--- src/rtl/disp_pkg.sv ---
// Shared types and helpers for the 4-digit multiplexed BCD display scanner.
package disp_pkg;

   typedef enum logic [1:0] {StIdle, StShow, StBlank} scan_state_e;

   localparam int unsigned N_DIGITS = 4;
   localparam logic [3:0]  AN_OFF   = 4'hF;

   function automatic logic [3:0] nibble(input logic [15:0] d, input logic [1:0] k);
      return d[4*k +: 4];
   endfunction

   function automatic logic has_nonbcd(input logic [15:0] d);
      logic bad;
      bad = 1'b0;
      for (int i = 0; i < N_DIGITS; i++) begin
         if (d[4*i +: 4] > 4'd9) bad = 1'b1;
      end
      return bad;
   endfunction

   // Digit k is suppressed when it and every more-significant nibble are zero.
   function automatic logic [3:0] an_pattern(input logic [15:0] d, input logic [1:0] k,
                                             input logic lz);
      logic blank;
      case (k)
         2'd3:    blank = (d[15:12] == 4'h0);
         2'd2:    blank = (d[15:8] == 8'h00);
         2'd1:    blank = (d[15:4] == 12'h000);
         default: blank = 1'b0;
      endcase
      return (lz && blank) ? AN_OFF : ~(4'b0001 << k);
   endfunction

endpackage

--- src/rtl/scan_timer.sv ---
// Per-slot cycle counter: flags the last lit cycle and the last cycle of each digit slot.
module scan_timer #(
   parameter int unsigned SCAN_DIV  = 50000,
   parameter int unsigned BLANK_CYC = 16
) (
   input  logic clk_i,
   input  logic rst_i,
   input  logic run_i,
   output logic show_end_o,
   output logic slot_end_o
);

   localparam int unsigned     CntW     = (SCAN_DIV > 1) ? $clog2(SCAN_DIV) : 1;
   localparam logic [CntW-1:0] ShowLast = CntW'(SCAN_DIV - BLANK_CYC - 1);
   localparam logic [CntW-1:0] SlotLast = CntW'(SCAN_DIV - 1);

   logic [CntW-1:0] cnt_q, cnt_d;

   always_comb begin
      cnt_d = cnt_q;
      if (!run_i || cnt_q == SlotLast) begin
         cnt_d = '0;
      end else begin
         cnt_d = cnt_q + 1'b1;
      end
   end

   always_ff @(posedge clk_i or posedge rst_i) begin
      if (rst_i) begin
         cnt_q <= '0;
      end else begin
         cnt_q <= cnt_d;
      end
   end

   assign show_end_o = run_i && (cnt_q == ShowLast);
   assign slot_end_o = run_i && (cnt_q == SlotLast);

endmodule

--- src/rtl/disp_scan_ctrl.sv ---
// Four-digit multiplexed display scanner with a frame-synchronised value handshake.
module disp_scan_ctrl
   import disp_pkg::*;
#(
   parameter int unsigned SCAN_DIV  = 50000,
   parameter int unsigned BLANK_CYC = 16
) (
   input  logic        clk,
   input  logic        rst,
   input  logic        enable,
   input  logic        val_valid,
   input  logic [15:0] val_data,
   output logic        val_ready,
   input  logic        lz_blank_en,
   output logic [3:0]  bcd,
   output logic [3:0]  an,
   output logic        frame_done,
   output logic        err_nonbcd
);

   scan_state_e state_q;
   logic [1:0]  idx_q, idx_nxt;
   logic [15:0] pend_q, disp_q, disp_d;
   logic        ready_q, ready_d, err_q, fd_q;
   logic [3:0]  an_q, bcd_q;
   logic        run, show_end, slot_end, frame_end, xfer, load_disp;

   assign run = (state_q != StIdle) && enable;

   scan_timer #(
      .SCAN_DIV  (SCAN_DIV),
      .BLANK_CYC (BLANK_CYC)
   ) u_scan_timer (
      .clk_i      (clk),
      .rst_i      (rst),
      .run_i      (run),
      .show_end_o (show_end),
      .slot_end_o (slot_end)
   );

   assign idx_nxt   = idx_q + 2'd1;
   assign frame_end = (state_q == StBlank) && slot_end && (idx_q == 2'(N_DIGITS - 1));
   assign xfer      = val_valid && ready_q;
   // A new value only replaces the display between whole frames, or while stopped.
   assign load_disp = !ready_q && (frame_end || state_q == StIdle);

   always_comb begin
      disp_d  = load_disp ? pend_q : disp_q;
      ready_d = ready_q;
      if (load_disp) begin
         ready_d = 1'b1;
      end else if (xfer) begin
         ready_d = 1'b0;
      end
   end

   always_ff @(posedge clk or posedge rst) begin
      if (rst) begin
         pend_q  <= 16'h0000;
         disp_q  <= 16'h0000;
         ready_q <= 1'b1;
         err_q   <= 1'b0;
      end else begin
         disp_q  <= disp_d;
         ready_q <= ready_d;
         err_q   <= xfer && has_nonbcd(val_data);
         if (xfer) pend_q <= val_data;
      end
   end

   always_ff @(posedge clk or posedge rst) begin
      if (rst) begin
         state_q <= StIdle;
         idx_q   <= 2'd0;
         an_q    <= AN_OFF;
         bcd_q   <= 4'h0;
         fd_q    <= 1'b0;
      end else begin
         fd_q <= frame_end;
         case (state_q)
            StIdle: begin
               if (enable) begin
                  state_q <= StShow;
                  idx_q   <= 2'd0;
                  an_q    <= an_pattern(disp_d, 2'd0, lz_blank_en);
                  bcd_q   <= nibble(disp_d, 2'd0);
               end
            end
            StShow: begin
               if (!enable) begin
                  state_q <= StIdle;
                  idx_q   <= 2'd0;
                  an_q    <= AN_OFF;
               end else if (show_end) begin
                  state_q <= StBlank;
                  an_q    <= AN_OFF;
                  bcd_q   <= nibble(disp_d, idx_nxt);
               end
            end
            StBlank: begin
               if (!enable) begin
                  state_q <= StIdle;
                  idx_q   <= 2'd0;
                  an_q    <= AN_OFF;
               end else if (slot_end) begin
                  state_q <= StShow;
                  idx_q   <= idx_nxt;
                  an_q    <= an_pattern(disp_d, idx_nxt, lz_blank_en);
                  bcd_q   <= nibble(disp_d, idx_nxt);
               end
            end
            default: begin
               state_q <= StIdle;
               idx_q   <= 2'd0;
               an_q    <= AN_OFF;
            end
         endcase
      end
   end

   assign val_ready  = ready_q;
   assign an         = an_q;
   assign bcd        = bcd_q;
   assign frame_done = fd_q;
   assign err_nonbcd = err_q;

endmodule

--- config.mk ---
export PLATFORM = sky130hd
export DESIGN_NAME = disp_scan_ctrl
export DESIGN_NICKNAME = d
export VERILOG_FILES = /design/src/rtl/disp_pkg.sv /design/src/rtl/scan_timer.sv /design/src/rtl/disp_scan_ctrl.sv
export SDC_FILE = /design/constraint.sdc
export NUM_CORES = 1
export LEC_CHECK = 0
export ABC_AREA = 1
export BUFFER_PORTS_ARGS = -buffer_cell sky130_fd_sc_hd__buf_4
export CORE_MARGIN = 10
export CORE_UTILIZATION = 25
export CTS_CLUSTER_DIAMETER = 40
export CTS_CLUSTER_SIZE = 30
export DETAILED_ROUTE_END_ITERATION = 7
export PLACE_DENSITY_LB_ADDON = 0.15
export SETUP_SLACK_MARGIN = 0.05
export SLEW_MARGIN = 20
export SYNTH_ARGS = -nofsm -noshare
export SYNTH_HDL_FRONTEND = slang
export SYNTH_SLANG_ARGS = --single-unit
--- constraint.sdc ---
create_clock -name clk -period 2.6 [get_ports clk]
set_input_delay 0.26 -clock clk [delete_from_list [all_inputs] [get_ports clk]]
set_output_delay 0.26 -clock clk [all_outputs]
set_load 0.005 [all_outputs]
* Word level (Yosys, flattened, before mapping)
Index checks and enable logic that the tools add are counted.
** Word-level totals
- Input bits :: 21
- Word-level logic and storage cells :: 98
- Bits in registers :: 63
- Output and inout bits :: 11
** Cells by class
- Muxes and demuxes :: 39
- Equality and inequality tests :: 16
- Reduce and logical (&&, ||, !) cells :: 24
- Bitwise gates (word level) :: 1
- Add/subtract/negate cells :: 2
- Magnitude comparators :: 4
- Shift operators :: 2
** Operators by type and width (number)
- 2-to-1 mux 4 bit :: 11
- == test 16 bit, second input constant :: 2
- 2-to-1 mux 16 bit :: 2
- case mux 4 bit (3 select lines) :: 2
- 2-to-1 mux 2 bit :: 9
- adder 16 x 1 -> 16 bit, second input constant :: 1
- > comparator 4 bit, second input constant :: 4
- variable part select 16 x 5 -> 4 bit :: 1
- zero test 12 bit :: 1
- 2-to-1 mux 1 bit :: 12
- inequality test 2 bit, second input constant :: 6
- case mux 2 bit (3 select lines) :: 2
- logical AND 1 bit :: 10
- == test 2 bit, second input constant :: 4
- zero test 8 bit :: 1
- inequality test 3 bit, second input constant :: 2
- AND reduction 3 bit :: 2
- AND reduction 6 bit :: 1
- == test 2 x 1 -> 1 bit, second input constant :: 2
- zero test 4 bit :: 1
- NOT 4 bit :: 1
- nonzero test 2 bit :: 2
- << shifter 1 x 2 -> 4 bit, first input constant :: 1
- case mux 1 bit (3 select lines) :: 1
- 5 further kinds :: 7

* Depth between registers and ports, before layout
- Depth after elaboration :: 18
- Depth in mapped cells :: 16
- Mapped depth without buffers :: 16

* Hierarchy
From an unflattened synthesis, not the netlist that was laid out.
** Second synthesis, totals
- Cells, all modules :: 369
- Area, all modules :: 3208.1 um2
** By module, submodules not included
- disp_scan_ctrl :: cells an instance 245, sequential area each 1182.4 um2, instances 1, area an instance 2296.0 um2
- scan_timer :: cells an instance 124, sequential area each 400.4 um2, instances 1, area an instance 912.1 um2

* Worst setup path before layout
No wires, ideal clock.
- Kind :: register to register
- From :: reg state_q[0]
- To :: reg an_q[1], in the netlist an[1]
- Period minus slack after synthesis :: 1981 ps
- Library setup time :: 73 ps
- Path buffers :: 1
- Arrival :: 1908 ps
- Required time :: 2527 ps
- Slack :: 619 ps
- Cell stages (with the launch flop) :: 16
- Cell sequence :: dfrtp_1 > inv_1 > ha_1 > nand2_1 > nor3_1 > nand3_2 > nand2_4 > nand2_4 > buf_6 > o21ai_2 > nand3_1 > nor2_1 > nand2_1 > nand2_1 > nand2_1 > a21oi_1
** On the way
- Cells in the longest elaborated chain, start to end :: 18
- Elaborated cells between the ends (all ways) :: 28
- Those cells by class :: eq/ne: 5; mux: 9; reduce/logical: 14
** Ends and longest elaborated chain
- start: declaration :: RTL line disp_scan_ctrl.sv:21 : scan_state_e state_q;
- start signal: assignment :: RTL line disp_scan_ctrl.sv:73 : state_q <= StIdle;
- start signal: assignment :: RTL line disp_scan_ctrl.sv:83 : state_q <= StShow;
- start signal: assignment :: RTL line disp_scan_ctrl.sv:91 : state_q <= StIdle;
- nonzero test 2 bit :: RTL line disp_scan_ctrl.sv:28 : assign run = (state_q != StIdle) && enable;
- logical AND 1 bit :: RTL line disp_scan_ctrl.sv:28
- logical AND 1 bit :: RTL line scan_timer.sv:37 : assign slot_end_o = run_i && (cnt_q == SlotLast);
- logical AND 1 bit (2 in series) :: RTL line disp_scan_ctrl.sv:42 : assign frame_end = (state_q == StBlank) && slot_end && (idx_q == 2'(N_DIGITS - 1));
- logical OR 1 bit :: RTL line disp_scan_ctrl.sv:45 : assign load_disp = !ready_q && (frame_end || state_q == StIdle);
- logical AND 1 bit :: RTL line disp_scan_ctrl.sv:45
- 2-to-1 mux 16 bit :: RTL line disp_scan_ctrl.sv:48 : disp_d = load_disp ? pend_q : disp_q;
- zero test 12 bit (tied with other cells) :: RTL line disp_pkg.sv:29 : 2'd1: blank = (d[15:4] == 12'h000);
- case mux 1 bit (3 select lines) :: RTL line disp_pkg.sv:26 : case (k)
- 2-to-1 mux 1 bit :: RTL line disp_scan_ctrl.sv:105 : end else if (slot_end) begin
- 2-to-1 mux 1 bit :: RTL line disp_scan_ctrl.sv:101 : if (!enable) begin
- 2-to-1 mux 1 bit :: RTL line disp_scan_ctrl.sv:80 : case (state_q)
- logical AND 1 bit :: RTL line disp_pkg.sv:32 : return (lz && blank) ? AN_OFF : ~(4'b0001 << k);
- 2-to-1 mux 4 bit :: RTL line disp_pkg.sv:32
- 2-to-1 mux 4 bit :: RTL line disp_scan_ctrl.sv:105
- 2-to-1 mux 4 bit :: RTL line disp_scan_ctrl.sv:101
- case mux 4 bit (3 select lines) :: RTL line disp_scan_ctrl.sv:80
- end signal: assignment :: RTL line disp_scan_ctrl.sv:85 : an_q <= an_pattern(disp_d, 2'd0, lz_blank_en);
- end signal: assignment :: RTL line disp_scan_ctrl.sv:108 : an_q <= an_pattern(disp_d, idx_nxt, lz_blank_en);
- end: declaration :: RTL line disp_scan_ctrl.sv:25 : logic [3:0] an_q, bcd_q;
Several ways; a longest one is shown, not always the timed one. The select of a mux whose other input is x is not followed.
A chain may end at the register's enable or synchronous reset.

* Worst setup path after layout
- From :: reg state_q[0]
- To :: reg an_q[1], in the netlist an[1]
** On the way
- Cells in the longest elaborated chain, start to end :: 18
- Elaborated cells between the ends (all ways) :: 28
- Those cells by class :: eq/ne: 5; mux: 9; reduce/logical: 14
** Ends and longest elaborated chain
- nonzero test 2 bit :: RTL line disp_scan_ctrl.sv:28
- logical AND 1 bit :: RTL line disp_scan_ctrl.sv:28
- logical AND 1 bit :: RTL line scan_timer.sv:37
- logical AND 1 bit (2 in series) :: RTL line disp_scan_ctrl.sv:42
- logical OR 1 bit * :: RTL line disp_scan_ctrl.sv:45
- logical AND 1 bit * :: RTL line disp_scan_ctrl.sv:45
- 2-to-1 mux 16 bit * :: RTL line disp_scan_ctrl.sv:48
- named net disp_d[4] :: RTL line disp_scan_ctrl.sv:23 : logic [15:0] pend_q, disp_q, disp_d;
- (+2 left out)
- 2-to-1 mux 1 bit * :: RTL line disp_scan_ctrl.sv:105
- 2-to-1 mux 1 bit * :: RTL line disp_scan_ctrl.sv:101
- 2-to-1 mux 1 bit * :: RTL line disp_scan_ctrl.sv:80
- logical AND 1 bit * :: RTL line disp_pkg.sv:32
- 2-to-1 mux 4 bit * :: RTL line disp_pkg.sv:32
- 2-to-1 mux 4 bit * :: RTL line disp_scan_ctrl.sv:105
- 2-to-1 mux 4 bit * :: RTL line disp_scan_ctrl.sv:101
- case mux 4 bit (3 select lines) * :: RTL line disp_scan_ctrl.sv:80
The timed path passes the listed nets; every way through them passes the cells marked *. The select of a mux whose other input is x is not followed.

==> flow_summary.yaml <==
outcome:
  status: "complete, no violations"
yosys:
  avgSynthCellArea_um2: 8.913
  netlist_instances: 347
  ys.flop_type: "dfrtp_1"
  yosysSeqAreaShare_pct: 51.17
  synth_most_common_cell: "nand2_1"
  synth_top_area_cell: "dfrtp_1"
  synth.net_count: 378
  synth_common_cells: "nand2_1 (73), dfrtp_1 (58), inv_1 (51), nand3_1 (26), nor2_1 (26)"
  synth_async_sr_flop_share_pct: 100.0
  yosys.area.top_type_share_pct: 46.93
  synth-edff-count: 0
  synth_seq_cells: 63
  ys_types: 35
  synthesis.area_um2: 3093
  synth_area_leaders: "dfrtp_1 (47%), nand2_1 (8.9%), inv_1 (6.2%)"
  yosysWarningCount: 0
grt:
  grt_pass1_vias: 2361
  grt-ovfl-total: 0
  grt_start_max_net_pins: 64
  met2_usage_pct: 12.00
  grt.met1_usage_pct: 11.26
  grt_pass1_wl_um: 11800
  busiest_layer: "met2"
  groute.usage.overall_pct: 8.473
  use_met3_pct: 2.782
  antenna_found_initial: 0
layout:
  fin_nets: 420
  n_fill_cell: 1261
  regArea_um2: 1583
  utilization_pct: 31.90
  antennaDiodeCount: 0
  multiInputGateArea_um2: 1286
  layout-drive-gt1-share_pct: 22.34
  area_growth_pct: 24.39
drt:
  via_per_inst: 4.087
  routed_wl_um: 6915
  wl_per_cell_um: 12.30
  ant_nets: 0
  drtPass1Iterations: 4
  route.detailed.drc: 0
  vias: 2297
  drt-initial-drc-count: 95
worst_setup_path:
  cp_data_arrival_time_ns: 2.52
  r2r_start: "state_q[0]$_DFFE_PP0P_"
  cp_common_cell: "nand2_1"
  critPathCaptureType: "register"
  crit_family: "simple AND/OR/NAND/NOR gates"
  r2r_slack_ns: 0.34
  critPathKind: "register to register"
  worst-path-buf-inv: 1
  path_max_fanout: 24
  cp-endpoint: "an[1]$_DFFE_PP1P_"
  worstReg2RegEnd: "an[1]$_DFFE_PP1P_"
  r2r_cells: 16
  cp.depth: 16
  cp_slowest_cell: "dfrtp_1"
  cp_cell_sequence: "inv_1 > ha_1 > nand2_1 > nor3_1 > nand3_2 > nand2_4 > nand2_8 > nand2_1 > nand2_1 > nor2_1 > nand3_1 > nand2_1 > nand2_1 > nand2_1 > nand2_1 > a21oi_1"
  worstSetupStartpointType: "register"
  startpoint: "state_q[0]$_DFFE_PP0P_"
  crit_required_ns: 2.86
  slowest_delay_ns: 0.39
clock_tree:
  cts_made_buffers: 9
  root_buffer: "clkbuf_16"
  clock_latency_ns: 0.33
  cts_max_path_buffers: 2
  cts_resized: 0
  cts_tree: "yes"
  clk_pin_slew_worst_paths_ns: 0.05
  cts_num_sinks: 63
  ctsHoldBuffers: 0
  htree_num_levels: 3
  postCtsSetupBuffers: 0
timing:
  rsz0062_at_grt: "false"
  layout_setup_ws_ns: 0.3390
  hold_viol: 0
  worst_pin_slew_ns: 0.6895
  slew_violations: 0
  max_freq_mhz: 442.3
  tns_ns: 0
  finalCriticalPeriod_ns: 2.261
  fin_crit_sh_pct: 86.96
  relSlewSlack_pct: 53.92
  setup_violations: 0
  skew_ns: 0.003969
floorplanning:
  die_x_um: 131.2
  core_area_um2: 12060
  num_rows: 40
  ios: 32
  die_area_um2: 17220
  initial_utilization_pct: 25.64
  die_y_um: 131.2
place:
  place_congestion: 0.8012
  place_ws_ns: 0.2704
  io_buffers: 31
  dp_hpwl_um: 5165
run:
  drv_cap: 0
power_and_ir_drop:
  p_per_area_nw_per_um2: 1094
  power_leakage_uw: 0.001851
  peakVddDrop_mv: 0.3124
min_path:
  min_path_type: "input port to asynchronous set/reset pin"
[metal layers]
layer / vias up / routed length, µm
met5: - / 0
met1: 1050 / 3534
met2: 30 / 3004
met4: 0 / 131
li1: 1208 / -
met3: 9 / 244
[flip-flops by register name, summed over array words and instances (netlist names)]
name                count
an                      4
bcd                     4
disp_q                 16
err_nonbcd              1
frame_done              1
idx_q                   2
pend_q                 16
state_q                 2
u_scan_timer.cnt_q     16
val_ready               1
[placed cells by master (no fill, tap or decap), types with 2 or more instances in the layout]
cell type / count
a21oi_1: 13
buf_4: 34
clkbuf_16: 9
clkinv_1: 2
clkinv_2: 3
dfrtp_1: 58
dfstp_2: 5
ha_1: 10
inv_1: 50
inv_2: 2
mux2_2: 13
nand2_1: 73
nand3_1: 26
nand3_2: 2
nand4_1: 2
nor2_1: 26
nor2_2: 3
nor3_1: 8
nor3_2: 2
nor3b_1: 5
o211ai_1: 2
o21a_1: 2
o21ai_0: 18
o21ai_1: 3
o21ai_2: 5
or2_2: 2
[metrics by stage]
| stage | instance area (µm²) | total power, µW | hold WS (ns) | std cells |
|---|---|---|---|---|
| floorplan | 3093 | 2592 | 0.3230 | 347 |
| global route | 3847 | 4590 | 0.03051 | 562 |
| detailed placement | 3548 | 3066 | 0.3701 | 546 |
| CTS | 3839 | 4270 | 0.01330 | 562 |
| finish | 3847 | 4211 | 0.0009776 | 562 |
| global placement | 3548 | 3072 | 0.3719 | 546 |
[cell type report]
cell class	instances	share of cell area, %
sequential	63	41.14
multi-input combinational	226	33.43
timing repair buffer	35	7.154
clock buffer	10	5.951
tap	168	5.463
inverter	54	5.268
clock inverter	6	1.593
[cells by family (layout without fill, tap and decap cells)]
kind of cell | Yosys count | count (layout) | share of synthesized area, %
AOI/OAI and AO/OA | 48 | 48 | 9.102
adders and majority gates | 10 | 10 | 4.045
muxes | 13 | 13 | 4.733
DFF | 63 | 63 | 51.17
and+or+nand+nor | 154 | 154 | 23.14
buffers and inverters | 58 | 105 | 7.524
xor gates and xnor gates | 1 | 1 | 0.2832
[worst register-to-register path, stage by stage (launching register included)]
cell and delay (ns):
dfrtp_1 0.39, inv_1 0.10, ha_1 0.22, nand2_1 0.10, nor3_1 0.18, nand3_2 0.13
nand2_4 0.15, nand2_8 0.15, nand2_1 0.11, nand2_1 0.08, nor2_1 0.09, nand3_1 0.12
nand2_1 0.08, nand2_1 0.05, nand2_1 0.05, nand2_1 0.06, a21oi_1 0.14
[power breakdown]
group / switching, µW / internal (µW)
logic: 929 / 594
registers: 174 / 1330
clock network: 443 / 738
[how the worst min path moves through the flow]
stage                     slack, ns                               end  cells after the start
after floorplan                0.32             val_ready$_DFFE_PP1P_                      1
after global placement         0.37  u_scan_timer.cnt_q[12]$_DFF_PP0_                      3
after detailed placement       0.37  u_scan_timer.cnt_q[12]$_DFF_PP0_                      3
after CTS                      0.01             pend_q[2]$_DFFE_PP0P_                      3
after global routing           0.03             pend_q[1]$_DFFE_PP0P_                      3
final                         0.001             pend_q[4]$_DFFE_PP0P_                      3
(Power assumes the default switching activity.)
